File: src/rtl/factorial_engine.sv
// rtl/factorial_engine.sv - iterative factorial unit with shift-add multiplier
//
// Computes n! mod 2^WIDTH with a sticky overflow flag using a
// start/busy/done handshake. Each iteration runs CHECK, then N_WIDTH
// shift-add MUL cycles, then SUB.
//
// Ports:
//   clk      - clock, rising edge
//   rst      - asynchronous active-high reset
//   start    - request, sampled only in IDLE
//   n        - operand, latched on the accepting edge
//   busy     - high while a computation is in progress
//   done     - one-cycle completion pulse
//   result   - n! mod 2^WIDTH, held until the next completion
//   overflow - true n! >= 2^WIDTH, held with result
module factorial_engine #(
  parameter int WIDTH   = 16,
  parameter int N_WIDTH = 5
) (
  input  logic               clk,
  input  logic               rst,
  input  logic               start,
  input  logic [N_WIDTH-1:0] n,
  output logic               busy,
  output logic               done,
  output logic [WIDTH-1:0]   result,
  output logic               overflow
);

  localparam int PW = WIDTH + N_WIDTH;
  localparam int BW = $clog2(N_WIDTH) + 1;

  typedef enum logic [1:0] {
    IDLE  = 2'd0,
    CHECK = 2'd1,
    MUL   = 2'd2,
    SUB   = 2'd3
  } state_t;

  state_t             state;
  logic [N_WIDTH-1:0] cnt;
  logic [WIDTH-1:0]   acc;
  logic [PW-1:0]      prod;
  logic [PW-1:0]      mcand;
  logic [N_WIDTH-1:0] mplr;
  logic [BW-1:0]      bitcnt;
  logic               ovf;
  logic [PW-1:0]      prod_next;

  // Partial product after this cycle's conditional add; the last MUL cycle
  // commits this value directly rather than waiting another cycle.
  always_comb begin
    prod_next = prod;
    if (mplr[0]) begin
      prod_next = prod + mcand;
    end
  end

  always_ff @(posedge clk or posedge rst) begin
    if (rst) begin
      state    <= IDLE;
      busy     <= 1'b0;
      done     <= 1'b0;
      result   <= '0;
      overflow <= 1'b0;
      cnt      <= '0;
      acc      <= '0;
      prod     <= '0;
      mcand    <= '0;
      mplr     <= '0;
      bitcnt   <= '0;
      ovf      <= 1'b0;
    end else begin
      done <= 1'b0;
      case (state)
        IDLE: begin
          if (start) begin
            cnt   <= n;
            acc   <= {{(WIDTH-1){1'b0}}, 1'b1};
            ovf   <= 1'b0;
            busy  <= 1'b1;
            state <= CHECK;
          end
        end

        CHECK: begin
          if (cnt <= N_WIDTH'(1)) begin
            result   <= acc;
            overflow <= ovf;
            done     <= 1'b1;
            busy     <= 1'b0;
            state    <= IDLE;
          end else begin
            prod   <= '0;
            mcand  <= {{N_WIDTH{1'b0}}, acc};
            mplr   <= cnt;
            bitcnt <= '0;
            state  <= MUL;
          end
        end

        MUL: begin
          prod   <= prod_next;
          mcand  <= mcand << 1;
          mplr   <= mplr >> 1;
          bitcnt <= bitcnt + BW'(1);
          if (bitcnt == BW'(N_WIDTH - 1)) begin
            acc   <= prod_next[WIDTH-1:0];
            // Any bit above WIDTH means the true product left the window.
            ovf   <= ovf | (|prod_next[PW-1:WIDTH]);
            state <= SUB;
          end
        end

        SUB: begin
          // Only reached with cnt >= 2, so this never wraps.
          cnt   <= cnt - N_WIDTH'(1);
          state <= CHECK;
        end

        default: state <= IDLE;
      endcase
    end
  end

endmodule
File: config.mk
export PLATFORM = sky130hd
export DESIGN_NAME = factorial_engine
export DESIGN_NICKNAME = d
export VERILOG_FILES = /design/src/rtl/factorial_engine.sv
export SDC_FILE = /design/constraint.sdc
export NUM_CORES = 1
export LEC_CHECK = 0
export CAP_MARGIN = 25
export CORE_ASPECT_RATIO = 0.5
export CORE_UTILIZATION = 45
export CTS_BUF_LIST = sky130_fd_sc_hd__clkbuf_16
export CTS_CLUSTER_SIZE = 25
export DETAILED_ROUTE_END_ITERATION = 10
export DONT_BUFFER_PORTS = 1
export PLACE_DENSITY = 0.71
export SLEW_MARGIN = 30
export SYNTH_ARGS = -nofsm -noshare
export SYNTH_HDL_FRONTEND = slang
export SYNTH_SLANG_ARGS = --single-unit
export TNS_END_PERCENT = 50
File: constraint.sdc
create_clock -name clk -period 7.3 [get_ports clk]
set_clock_uncertainty 0.1 [all_clocks]
set_input_delay 2.19 -clock clk [delete_from_list [all_inputs] [get_ports clk]]
set_output_delay 2.19 -clock clk [all_outputs]
set_load 0.05 [all_outputs]
**After elaboration in Yosys (flattened, before gate mapping)**

Cells that the tools add are included.

- Flip-flop bits (word level): 94
- Input port bits: 8
- Output and inout port bits: 19

- Add/sub/neg operators: 3
- Magnitude comparators: 1
- Eq/ne operators: 8
- Muxes and demuxes: 26
- Bitwise logic cells: 1
- Reductions and logical operators: 12

Operator list:

| kind | number |
|---|---|
| $pmux 21 s2 | 2 |
| $mux 21 | 3 |
| $mux 16 | 2 |
| $pmux 16 s2 | 1 |
| $add 21x21->21 | 1 |
| $pmux 5 s2 | 2 |
| $mux 5 | 2 |
| $ne 2x2->1 const B | 4 |
| $pmux 2 s4 | 1 |
| $pmux 4 s2 | 1 |
| $reduce_and 2->1 | 4 |
| $reduce_bool 2->1 | 4 |
| $mux 1 | 6 |
| $mux 2 | 3 |
| $reduce_and 3->1 | 2 |
| $le 5x1->1 const B | 1 |
| $reduce_or 5->1 | 1 |
| $sub 5x1->5 const B | 1 |
| $add 4x1->4 const B | 1 |
| $eq 2x2->1 const B | 2 |
| $eq 4x3->1 const B | 1 |
| $mux 4 | 1 |
| $pmux 1 s2 | 2 |
| $eq 2x1->1 const B | 1 |
| 2 further kinds | 2 |

**Depth between registers and ports, before layout**

Gate-level depths: netlist of run 1.

- Word-level depth: 6
- Depth in mapped cells: 9
- Depth with buffers taken out: 9

**Worst setup path after synthesis of run 1**

OpenSTA, ideal clock, no wires.

- Path kind: input to register
- Start point: input port start
- End point: register acc[11]
- Data arrival time: 3,285 ps
- Path slack: 3,776 ps
- Stages on the path: 6
- Path through: nor2b_1 > a21oi_1 > o21ai_1 > clkbuf_1 > nand2_1 > o31ai_1

- Word-level cells in the longest chain between the ends: 2

RTL lines:

| item | RTL line | source |
|---|---|---|
| start, declared | 22 | `input logic start,` |
| $ne 2x2->1 (no source line) | -- |  |
| $reduce_and 3->1 (no source line) | -- |  |
| end signal, assigned | 79 | `acc <= {{(WIDTH-1){1'b0}}, 1'b1};` |
| end signal, assigned | 108 | `acc <= prod_next[WIDTH-1:0];` |
| end, declared | 42 | `logic [WIDTH-1:0] acc;` |

Every way passes these cells.
A chain may end at the register's enable or synchronous reset.

**Worst setup path after layout of run 1**

- Start point: input port start
- End point: register acc[15]

The elaborated chain is that of the path after synthesis.

==> results of run 1 <==
[routing by layer]
metal	up-vias	share of wire (%)	GRT usage [%]
li1	1983	-	-
met1	1914	48	26.7
met2	69	46	31.4
met3	6	4.6	4.86
met4	0	0.78	3.56
met5	-	0	0
[critical path: stages]
cell and delay (ns):
nor2b_1 0.03, a21oi_1 0.55, o21ai_1 0.15, buf_4 0.25, a21oi_1 0.17, o31ai_1 0.08
[area by class of cell]
class	count	area, µm²
flip-flops and latches	94	2350
multi-input cells	434	2730
clock inverters	7	88.8
inverters	15	58.8
clock buffers	9	225
repair buffers	6	45.0
fillers	1028	5470
well taps	145	181
[through the flow]
step,worst slack [ns],hold WS (ns),power (mW),cell area (µm²)
3_5_place_dp,3.64,0.376,1.30,5360
5_1_grt,3.86,0.407,1.89,5680
3_3_place_gp,3.71,0.364,1.28,5360
4_1_cts,3.99,0.390,1.79,5680
2_1_floorplan,2.56,0.350,1.15,5230
6_report,3.99,0.386,1.78,5680
[placed cells by master (no fill, tap or decap), types with 5 or more instances in the layout]
cell	count
a21o_1	5
clkbuf_16	9
nor3_1	9
a22o_1	9
nand2_1	131
o21ai_0	68
o211ai_1	8
dfrtp_1	94
xnor2_1	8
ha_1	28
nor2_1	21
a21oi_1	34
mux2i_1	23
buf_4	6
mux2_2	10
inv_1	13
nand3_1	9
xor2_1	8
[worst min path at each step]
stage / startpoint / end / cells past startpoint
final: mplr[3] / mplr[3] / 2
after CTS: mplr[3] / mplr[3] / 2
after floorplan: mplr[1] / mplr[1] / 2
after detailed placement: mplr[3] / mplr[3] / 2
after global placement: mplr[1] / mplr[1] / 2
after global routing: mplr[3] / mplr[3] / 2
[power by group through the flow]
stage / registers, mW / logic (mW) / clock network [mW]
floorplan: 0.699 / 0.446 / 0
global placement: 0.718 / 0.559 / 0
detailed placement: 0.720 / 0.576 / 0
CTS: 0.711 / 0.580 / 0.501
global route: 0.722 / 0.649 / 0.521
finish: 0.711 / 0.577 / 0.491
[state kept, by name, indices dropped and copies added, names as in the netlist]
name      flops
busy          1
mcand        21
prod         21
result       16
acc          16
bitcnt        4
state         2
mplr          5
overflow      1
done          1
ovf           1
cnt           5
[kinds of logic (layout without fill, tap and decap cells)]
logic type               count (synthesis)  count (layout)  share of synthesized area [%]
AO/OA/AOI/OAI                          160             160                           19.3
XOR/XNOR                                16              16                           2.68
adder cells (fa/ha/maj)                 30              30                           7.32
buffers and inverters                   43              37                           3.13
flip-flops                              94              94                           45.0
multiplexers                            33              33                           6.56
AND/OR/NAND/NOR                        195             195                           16.0
==> insert_results.sql, run 1 <==
INSERT INTO impl_metrics (metric_group, metric, value, unit) VALUES
('sta', 'slew_violations', '0', ''),
('critical_path', 'timing_worst_setup_path_type', 'in -> reg', ''),
('synth', 'synthesis.nets', '609', ''),
('synth', 'synth_async_sr_flop_share', '100', '%'),
('critical_path', 'r2r_end', 'ovf', ''),
('critical_path', 'timing.critical_path.required', '7.41', 'ns'),
('floorplan', 'number_of_core_rows', '27', ''),
('clock_network', 'clkLatencyLatePin', '0.34', 'ns'),
('grt', 'global_route.usage.total', '19.4', '%'),
('synth', 'mappedNetlistArea', '0.00523', 'mm²'),
('drt', 'wl_per_cell', '15.5', 'µm'),
('clock_network', 'cts_made_buffers', '9', ''),
('sta', 'finalCritPeriodShare', '45.4', '%'),
('placed_design', 'io_buffer_count', '0', ''),
('floorplan', 'initial_core_util', '46.9', '%'),
('pwr', 'seqPwrFrac', '40.0', '%'),
('floorplan', 'io-pin-count', '27', ''),
('grt', 'grt_pass1_vias', '3768', ''),
('floorplan', 'design.die.area', '0.0121', 'mm²'),
('drt', 'via_count', '3972', ''),
('critical_path', 'endpoint_kind', 'flop', ''),
('sta', 'period_minus_slack', '3.31', 'ns'),
('critical_path', 'worst_r2r_src', 'prod[0]', ''),
('synth', 'netlist_top_cells_count', 'nand2_1, dfrtp_1, o21ai_0', ''),
('final_layout', 'layout_cells_sized_above_1', '8.32', '%'),
('grt', 'global_route_wire_length_before_repair', '18600', 'µm'),
('synth', 'yosys.cell_count.top_type', 'nand2_1', ''),
('synth', 'synth.area.top_cells', 'dfrtp_1, nand2_1, ha_1', ''),
('drt', 'drt_pass1_iterations', '4', ''),
('drt', 'route.antenna.remaining_nets', '0', ''),
('final_layout', 'synthToLayoutAreaGrowth', '8.59', '%'),
('synth', 'synth_cells', '571', ''),
('placed_design', 'dp.cells', '694', ''),
('critical_path', 'timing.critical_path.fanout_max', '27', ''),
('critical_path', 'worstSetupStartpoint', 'start', ''),
('job', 'timing.max_cap.violations', '0', ''),
('final_layout', 'finish.utilization', '50.9', '%'),
('clock_network', 'postCtsHoldBufs', '0', ''),
('pwr', 'worst_ir_drop_vdd', '191', 'µV'),
('critical_path', 'reg2reg_slack', '4.26', 'ns'),
('run_status', 'outcome', 'completed', ''),
('grt', 'leftover_overflow_at_the_end_of_global_routing', '0', ''),
('clock_network', 'clock-sinks', '94', ''),
('synth', 'synth.lib_cells_used.distinct', '57', ''),
('critical_path', 'worstRegToRegCells', '9', ''),
('grt', 'antenna_found_initial', '0', ''),
('drt', 'drc', '0', ''),
('pwr', 'switching_share', '39.7', '%'),
('synth', 'syn-mean-instance-area', '9.16', 'µm²'),
('drt', 'avgViaCountPerCell', '5.59', ''),
('clock_network', 'cts_tree', 'yes', ''),
('pwr', 'power_report.internal_total', '1.07', 'mW'),
('placed_design', 'gp_congestion', '0.805', ''),
('drt', 'detail_route.iter0.violations', '362', ''),
('placed_design', 'hpwl', '7490', 'µm'),
('pwr', 'power.switching', '706', 'µW'),
('sta', 'worst_slew_pin_slew', '0.756', 'ns'),
('pwr', 'power_density_normalized_to_cell_area', '313', 'mW/mm²'),
('grt', 'largest_net_degree_at_the_start_of_global_routing', '73', ''),
('pwr', 'comb_power_share', '32.4', '%'),
('floorplan', 'floorplan.core_area', '0.0111', 'mm²'),
('final_layout', 'num_antenna_cells', '0', ''),
('pwr', 'power.static_leakage', '2.58', 'nW'),
('floorplan', 'x_dimension_of_the_die', '154', 'µm'),
('clock_network', 'cts_setup_buffers', '0', ''),
('clock_network', 'max_h_tree_level', '3', ''),
('sta', 'setup_viol', '0', ''),
('clock_network', 'ctsRootBufferMaster', 'clkbuf_16', ''),
('drt', 'wirelength', '11000', 'µm'),
('sta', 'maxSlewHeadroom', '48.2', '%'),
('final_layout', 'final-instance-count-excl-fill', '710', '');
Note: power is estimated with default switching activity, not from simulation.
==> inputs of run 2 (changes only) <==
- PLACE_DENSITY: 0.71 -> 0.73
- clock period: 7.3 -> 3 ns (I/O delays scaled with it)
==> insert_results.sql, run 2 (synthesized netlist as in run 1, its figures left out) <==
INSERT INTO impl_metrics (metric_group, metric, value, unit) VALUES
('run_status', 'outcome', 'completed', ''),
('sta', 'final.setup.worst_slack', '0.0869', 'ns'),
('placed_design', 'detailedPlace.worstSlack', '0.0777', 'ns'),
('drt', 'wirelength', '10700', 'µm'),
('pwr', 'power_density_normalized_to_cell_area', '741', 'mW/mm²'),
('placed_design', 'hpwl', '7540', 'µm'),
('clock_network', 'ctsRootBufferMaster', 'clkbuf_16', ''),
('placed_design', 'dp.cells', '700', ''),
('drt', 'detail_route.iter0.violations', '264', ''),
('clock_network', 'max_h_tree_level', '3', ''),
('drt', 'avgViaCountPerCell', '5.51', ''),
('final_layout', 'num_antenna_cells', '0', ''),
('critical_path', 'timing.critical_path.required', '3.16', 'ns'),
('grt', 'antenna_found_initial', '0', ''),
('clock_network', 'cts_tree', 'yes', ''),
('clock_network', 'clk_pin_slew', '0.06', 'ns'),
('placed_design', 'io_buffer_count', '0', ''),
('final_layout', 'finalNetCount', '609', ''),
('pwr', 'finalPower', '4.28', 'mW'),
('floorplan', 'floorplan.core_area', '0.0111', 'mm²'),
('sta', 'worst_slew_pin_slew', '0.708', 'ns'),
('clock_network', 'cts_made_buffers', '9', ''),
('final_layout', 'final_common_cell', 'nand2_1', ''),
('sta', 'maxSlewHeadroom', '51.4', '%'),
('sta', 'hold_slack', '0.383', 'ns'),
('critical_path', 'timing_worst_setup_path_type', 'reg -> reg', ''),
('worst_hold_path', 'worst_hold_path_type', 'reg -> reg', ''),
('sta', 'finalCritPeriodShare', '97.1', '%'),
('pwr', 'worst_ir_drop_vdd', '453', 'µV'),
('sta', 'fin_setup_tns', '0', 'ns'),
('final_layout', 'most-common-layout-cells', 'nand2_1, dfrtp_1, o21ai_0', ''),
('pwr', 'power.static_leakage', '2.62', 'nW'),
('grt', 'largest_net_degree_at_the_start_of_global_routing', '38', ''),
('floorplan', 'x_dimension_of_the_die', '154', 'µm'),
('drt', 'drt_pass1_iterations', '4', ''),
('final_layout', 'largestRegisters', 'mcand: 21 flops, prod: 21 flops', ''),
('drt', 'drc', '0', ''),
('critical_path', 'critPathArrivalTime', '3.07', 'ns'),
('critical_path', 'start_kind', 'flop', ''),
('final_layout', 'final-instance-count-excl-fill', '720', ''),
('grt', 'global_route.usage.total', '19.0', '%'),
('drt', 'via_count', '3968', ''),
('sta', 'period_minus_slack', '2.91', 'ns'),
('drt', 'route.antenna.remaining_nets', '0', ''),
('grt', 'grt_pass1_vias', '3729', ''),
('clock_network', 'postCtsHoldBufs', '0', ''),
('grt', 'leftover_overflow_at_the_end_of_global_routing', '0', ''),
('final_layout', 'layout_cells_sized_above_1', '10.4', '%'),
('sta', 'fmaxAchievable', '343', 'MHz'),
('floorplan', 'number_of_core_rows', '27', ''),
('sta', 'hold_fails_final_rpt', '0', ''),
('clock_network', 'number_of_buffers_on_the_longest_clock_path', '2', ''),
('job', 'timing.max_cap.violations', '0', ''),
('drt', 'wl_per_cell', '14.9', 'µm'),
('sta', 'slew_violations', '0', ''),
('floorplan', 'die_height', '78.2', 'µm'),
('clock_network', 'clock-sinks', '94', ''),
('floorplan', 'design.die.area', '0.0121', 'mm²'),
('sta', 'setup_viol', '0', ''),
('final_layout', 'synthToLayoutAreaGrowth', '10.4', '%'),
('sta', 'grt_setup_unrepaired', 'true', ''),
('critical_path', 'timing.critical_path.fanout_max', '4', ''),
('clock_network', 'clkLatencyLatePin', '0.34', 'ns'),
('critical_path', 'endpoint_kind', 'flop', ''),
('placed_design', 'gp_congestion', '0.899', ''),
('floorplan', 'initial_core_util', '46.9', '%'),
('final_layout', 'fillCellCount', '1017', ''),
('grt', 'global_route_wire_length_before_repair', '18200', 'µm'),
('floorplan', 'io-pin-count', '27', '');
==> run 2: worst paths after layout <==
path	depth (start not counted)	to	slack, ns	startpoint
min	2	mplr[1]	0.38	mplr[1]
min in group asynchronous	1	result[4]	0.42	rst
max in group asynchronous	2	bitcnt[0]	1.79	rst
min reg2reg	2	mplr[1]	0.38	mplr[1]
max reg2reg	9	ovf	0.09	prod[0]
max	9	ovf	0.09	prod[0]
==> run 2: worst max-delay path, cell delays in order, from the launching register on <==
cell and delay, ns:
dfrtp_1 0.43, ha_4 0.19, fa_2 0.42, a211oi_2 0.29, o211ai_2 0.15, a32o_2 0.35, a2111oi_4 0.32, o211ai_1 0.19
a21o_1 0.24, a41oi_2 0.16
==> run 2: power by group <==
group	leakage (nW)	switching, mW	internal [mW]
logic	1.22	0.987	0.552
registers	1.28	0.282	1.45
clock network	0.126	0.462	0.546
==> run 2: final cells by class <==
| type | instances | area, µm² | share of cell area [%] |
|---|---|---|---|
| clock buffer | 9 | 225 | 3.90 |
| tap | 145 | 181 | 3.14 |
| inverter | 15 | 60.1 | 1.04 |
| clock inverter | 6 | 30.0 | 0.520 |
| sequential | 94 | 2350 | 40.7 |
| timing repair buffer | 17 | 173 | 2.99 |
| multi-input combinational | 434 | 2750 | 47.7 |
==> run 2: per-stage QoR <==
stage | cell area (µm²) | utilization (%)
floorplan | 5230 | -
global placement | 5430 | 48.7
detailed placement | 5460 | 48.9
CTS | 5710 | 51.2
global route | 5770 | 51.8
finish | 5770 | 51.8
==> run 2: repair_timing <==
| item | in CTS | in global routing |
|---|---|---|
| buffers inserted | 0 | 5 |
| gates resized for setup | 0 | 6 |
| endpoints found under the setup margin | 0 | 2 |
==> run 2: layer usage <==
| layer | global-route usage, % | routed length (µm) | vias up |
|---|---|---|---|
| met2 | 30.1 | 4900 | 50 |
| met1 | 26.5 | 5390 | 1905 |
| li1 | - | - | 2005 |
| met3 | 3.87 | 320 | 8 |
| met4 | 5.05 | 94 | 0 |
| met5 | 0 | 0 | - |
==> inputs of run 3 (changes only) <==
- PLACE_DENSITY: 0.73 -> 0.71
- clock period: 3 -> 3.1 ns (I/O delays scaled with it)
==> insert_results.sql, run 3 (synthesized netlist as in run 1, its figures left out) <==
INSERT INTO impl_metrics (metric_group, metric, value, unit) VALUES
('run_status', 'outcome', 'completed', ''),
('placed_design', 'io_buffer_count', '0', ''),
('worst_hold_path', 'hold_depth', '2', ''),
('critical_path', 'endpoint_kind', 'flop', ''),
('final_layout', 'layout_cells_sized_above_1', '8.80', '%'),
('worst_hold_path', 'hold_path_sink', 'mplr[1]', ''),
('sta', 'finalCritPeriodShare', '94.7', '%'),
('pwr', 'worst_ir_drop_vdd', '349', 'µV'),
('grt', 'largest_net_degree_at_the_start_of_global_routing', '95', ''),
('floorplan', 'x_dimension_of_the_die', '154', 'µm'),
('critical_path', 'timing.critical_path.fanout_max', '4', ''),
('clock_network', 'max_h_tree_level', '3', ''),
('clock_network', 'clkLatencyLatePin', '0.35', 'ns'),
('pwr', 'seqPwrFrac', '39.7', '%'),
('final_layout', 'finish.utilization', '51.4', '%'),
('sta', 'worst_slew_pin_slew', '0.832', 'ns'),
('floorplan', 'number_of_core_rows', '27', ''),
('floorplan', 'floorplan.core_area', '0.0111', 'mm²'),
('sta', 'maxSlewHeadroom', '44.3', '%'),
('final_layout', 'finalNetCount', '602', ''),
('final_layout', 'sequential_cell_area', '0.00235', 'mm²'),
('pwr', 'finalPower', '4.27', 'mW'),
('critical_path', 'timing.critical_path.required', '3.20', 'ns'),
('final_layout', 'most-common-layout-cells', 'nand2_1, dfrtp_1, o21ai_0', ''),
('floorplan', 'die_height', '78.2', 'µm'),
('drt', 'drt_pass1_iterations', '5', ''),
('pwr', 'switching_share', '40.0', '%'),
('final_layout', 'synthToLayoutAreaGrowth', '9.57', '%'),
('final_layout', 'fillCellCount', '1042', ''),
('floorplan', 'io-pin-count', '27', ''),
('clock_network', 'number_of_buffers_on_the_longest_clock_path', '2', ''),
('sta', 'hold_fails_final_rpt', '0', ''),
('final_layout', 'final_common_cell', 'nand2_1', ''),
('final_layout', 'multi_input_area', '0.00274', 'mm²'),
('pwr', 'clkPwrFrac', '27.3', '%'),
('sta', 'setup_viol', '0', ''),
('drt', 'drc', '0', ''),
('pwr', 'comb_power_share', '33.0', '%'),
('final_layout', 'largestRegisters', 'mcand: 21 flops, prod: 21 flops', ''),
('sta', 'slew_violations', '0', ''),
('drt', 'wirelength', '11100', 'µm'),
('clock_network', 'ctsRootBufferMaster', 'clkbuf_16', ''),
('worst_hold_path', 'worst_hold_path_type', 'reg -> reg', ''),
('drt', 'detail_route.iter0.violations', '301', ''),
('grt', 'grt_pass1_vias', '4035', ''),
('pwr', 'power_report.internal_total', '2.56', 'mW'),
('worst_hold_path', 'worstHoldStart', 'mplr[1]', ''),
('job', 'timing.max_cap.violations', '0', ''),
('grt', 'global_route_wire_length_before_repair', '19300', 'µm'),
('pwr', 'power.static_leakage', '2.61', 'nW'),
('placed_design', 'gp_congestion', '0.866', ''),
('drt', 'route.antenna.remaining_nets', '0', ''),
('critical_path', 'reg2reg_slack', '0.16', 'ns'),
('pwr', 'power.switching', '1.71', 'mW'),
('sta', 'final.setup.worst_slack', '0.164', 'ns'),
('clock_network', 'clock-sinks', '94', ''),
('critical_path', 'r2r_end', 'ovf', ''),
('critical_path', 'worst_r2r_src', 'prod[0]', ''),
('clock_network', 'cts_tree', 'yes', ''),
('critical_path', 'start_kind', 'flop', ''),
('sta', 'period_minus_slack', '2.94', 'ns'),
('grt', 'leftover_overflow_at_the_end_of_global_routing', '0', ''),
('critical_path', 'worstRegToRegCells', '9', ''),
('drt', 'wl_per_cell', '15.6', 'µm'),
('sta', 'fin_setup_tns', '0', 'ns'),
('floorplan', 'design.die.area', '0.0121', 'mm²'),
('clock_network', 'cts_made_buffers', '9', ''),
('drt', 'via_count', '4031', ''),
('pwr', 'power_density_normalized_to_cell_area', '745', 'mW/mm²'),
('placed_design', 'detailedPlace.worstSlack', '0.160', 'ns'),
('sta', 'fmaxAchievable', '341', 'MHz'),
('final_layout', 'num_antenna_cells', '0', ''),
('floorplan', 'initial_core_util', '46.9', '%'),
('placed_design', 'dpl-instance-area', '0.00542', 'mm²'),
('sta', 'grt_setup_unrepaired', 'true', ''),
('final_layout', 'design_area', '0.00573', 'mm²'),
('clock_network', 'postCtsHoldBufs', '0', ''),
('drt', 'avgViaCountPerCell', '5.65', ''),
('grt', 'antenna_found_initial', '0', ''),
('critical_path', 'timing_worst_setup_path_type', 'reg -> reg', ''),
('clock_network', 'clk_pin_slew', '0.06', 'ns'),
('grt', 'global_route.usage.total', '20.2', '%'),
('placed_design', 'hpwl', '7690', 'µm'),
('critical_path', 'critPathArrivalTime', '3.04', 'ns');
-- run 3: changes by cell type in the layout (fill, tap and decap cells not counted), moves of 2 or more --
| cell | change |
|---|---|
| buf_4 | -5 |
| bufinv_16 | +2 |
| clkinv_2 | -3 |
| inv_1 | +2 |
-- run 3: power by group through the flow --
| stage | registers [mW] | logic, mW | clock network (mW) |
|---|---|---|---|
| after floorplan | 1.65 | 1.05 | 0 |
| after global placement | 1.71 | 1.37 | 0 |
| after detailed placement | 1.71 | 1.41 | 0 |
| after CTS | 1.69 | 1.41 | 1.18 |
| after global routing | 1.72 | 1.59 | 1.23 |
| final | 1.69 | 1.41 | 1.17 |
-- run 3: layout make-up --
| class | count | share of cell area, % |
|---|---|---|
| flip-flops and latches | 94 | 41.1 |
| inverters | 15 | 1.05 |
| multi-input cells | 434 | 47.9 |
| clock buffers | 9 | 3.93 |
| repair buffers | 10 | 1.53 |
| clock inverters | 6 | 1.40 |
| well taps | 145 | 3.17 |
-- run 3: worst max-delay path by stage --
| stage | slack (ns) | start | cells past startpoint | end |
|---|---|---|---|---|
| 6_report | 0.16 | prod[0] | 9 | ovf |
| 4_1_cts | 0.14 | prod[0] | 9 | ovf |
| 5_1_grt | -0.005 | prod[0] | 9 | ovf |
| 3_3_place_gp | 0.26 | prod[0] | 9 | ovf |
| 3_5_place_dp | 0.16 | prod[0] | 9 | ovf |
| 2_1_floorplan | 0.37 | prod[0] | 9 | ovf |
-- run 3: through the flow --
step                      hold slack [ns]  std cells
after global routing                0.421        713
after floorplan                     0.350        571
after global placement              0.361        698
final                               0.382        713
after detailed placement            0.370        698
after CTS                           0.384        713
-- run 3: worst max-delay path, cell delays in order (launching register included) --
cell	delay [ns]
dfrtp_1	0.40
ha_1	0.25
fa_1	0.44
a211oi_2	0.26
o211ai_2	0.14
a32o_2	0.33
a2111oi_1	0.40
nor3b_1	0.11
nor4_2	0.21
a41oi_2	0.15
-- run 3: per-layer routing --
metal  vias to the layer above  global-route usage [%]  routed length (µm)
li1                       1994                       -                   -
met1                      1955                    27.1                5490
met2                        66                    32.6                5010
met3                        16                    4.53                 463
met4                         0                    6.34                 163
met5                         -                       0                   0
-- run 3: timing repair --
action,4_1_cts,5_1_grt
resized for setup,0,2
buffers inserted,0,0
setup endpoints to repair,0,2
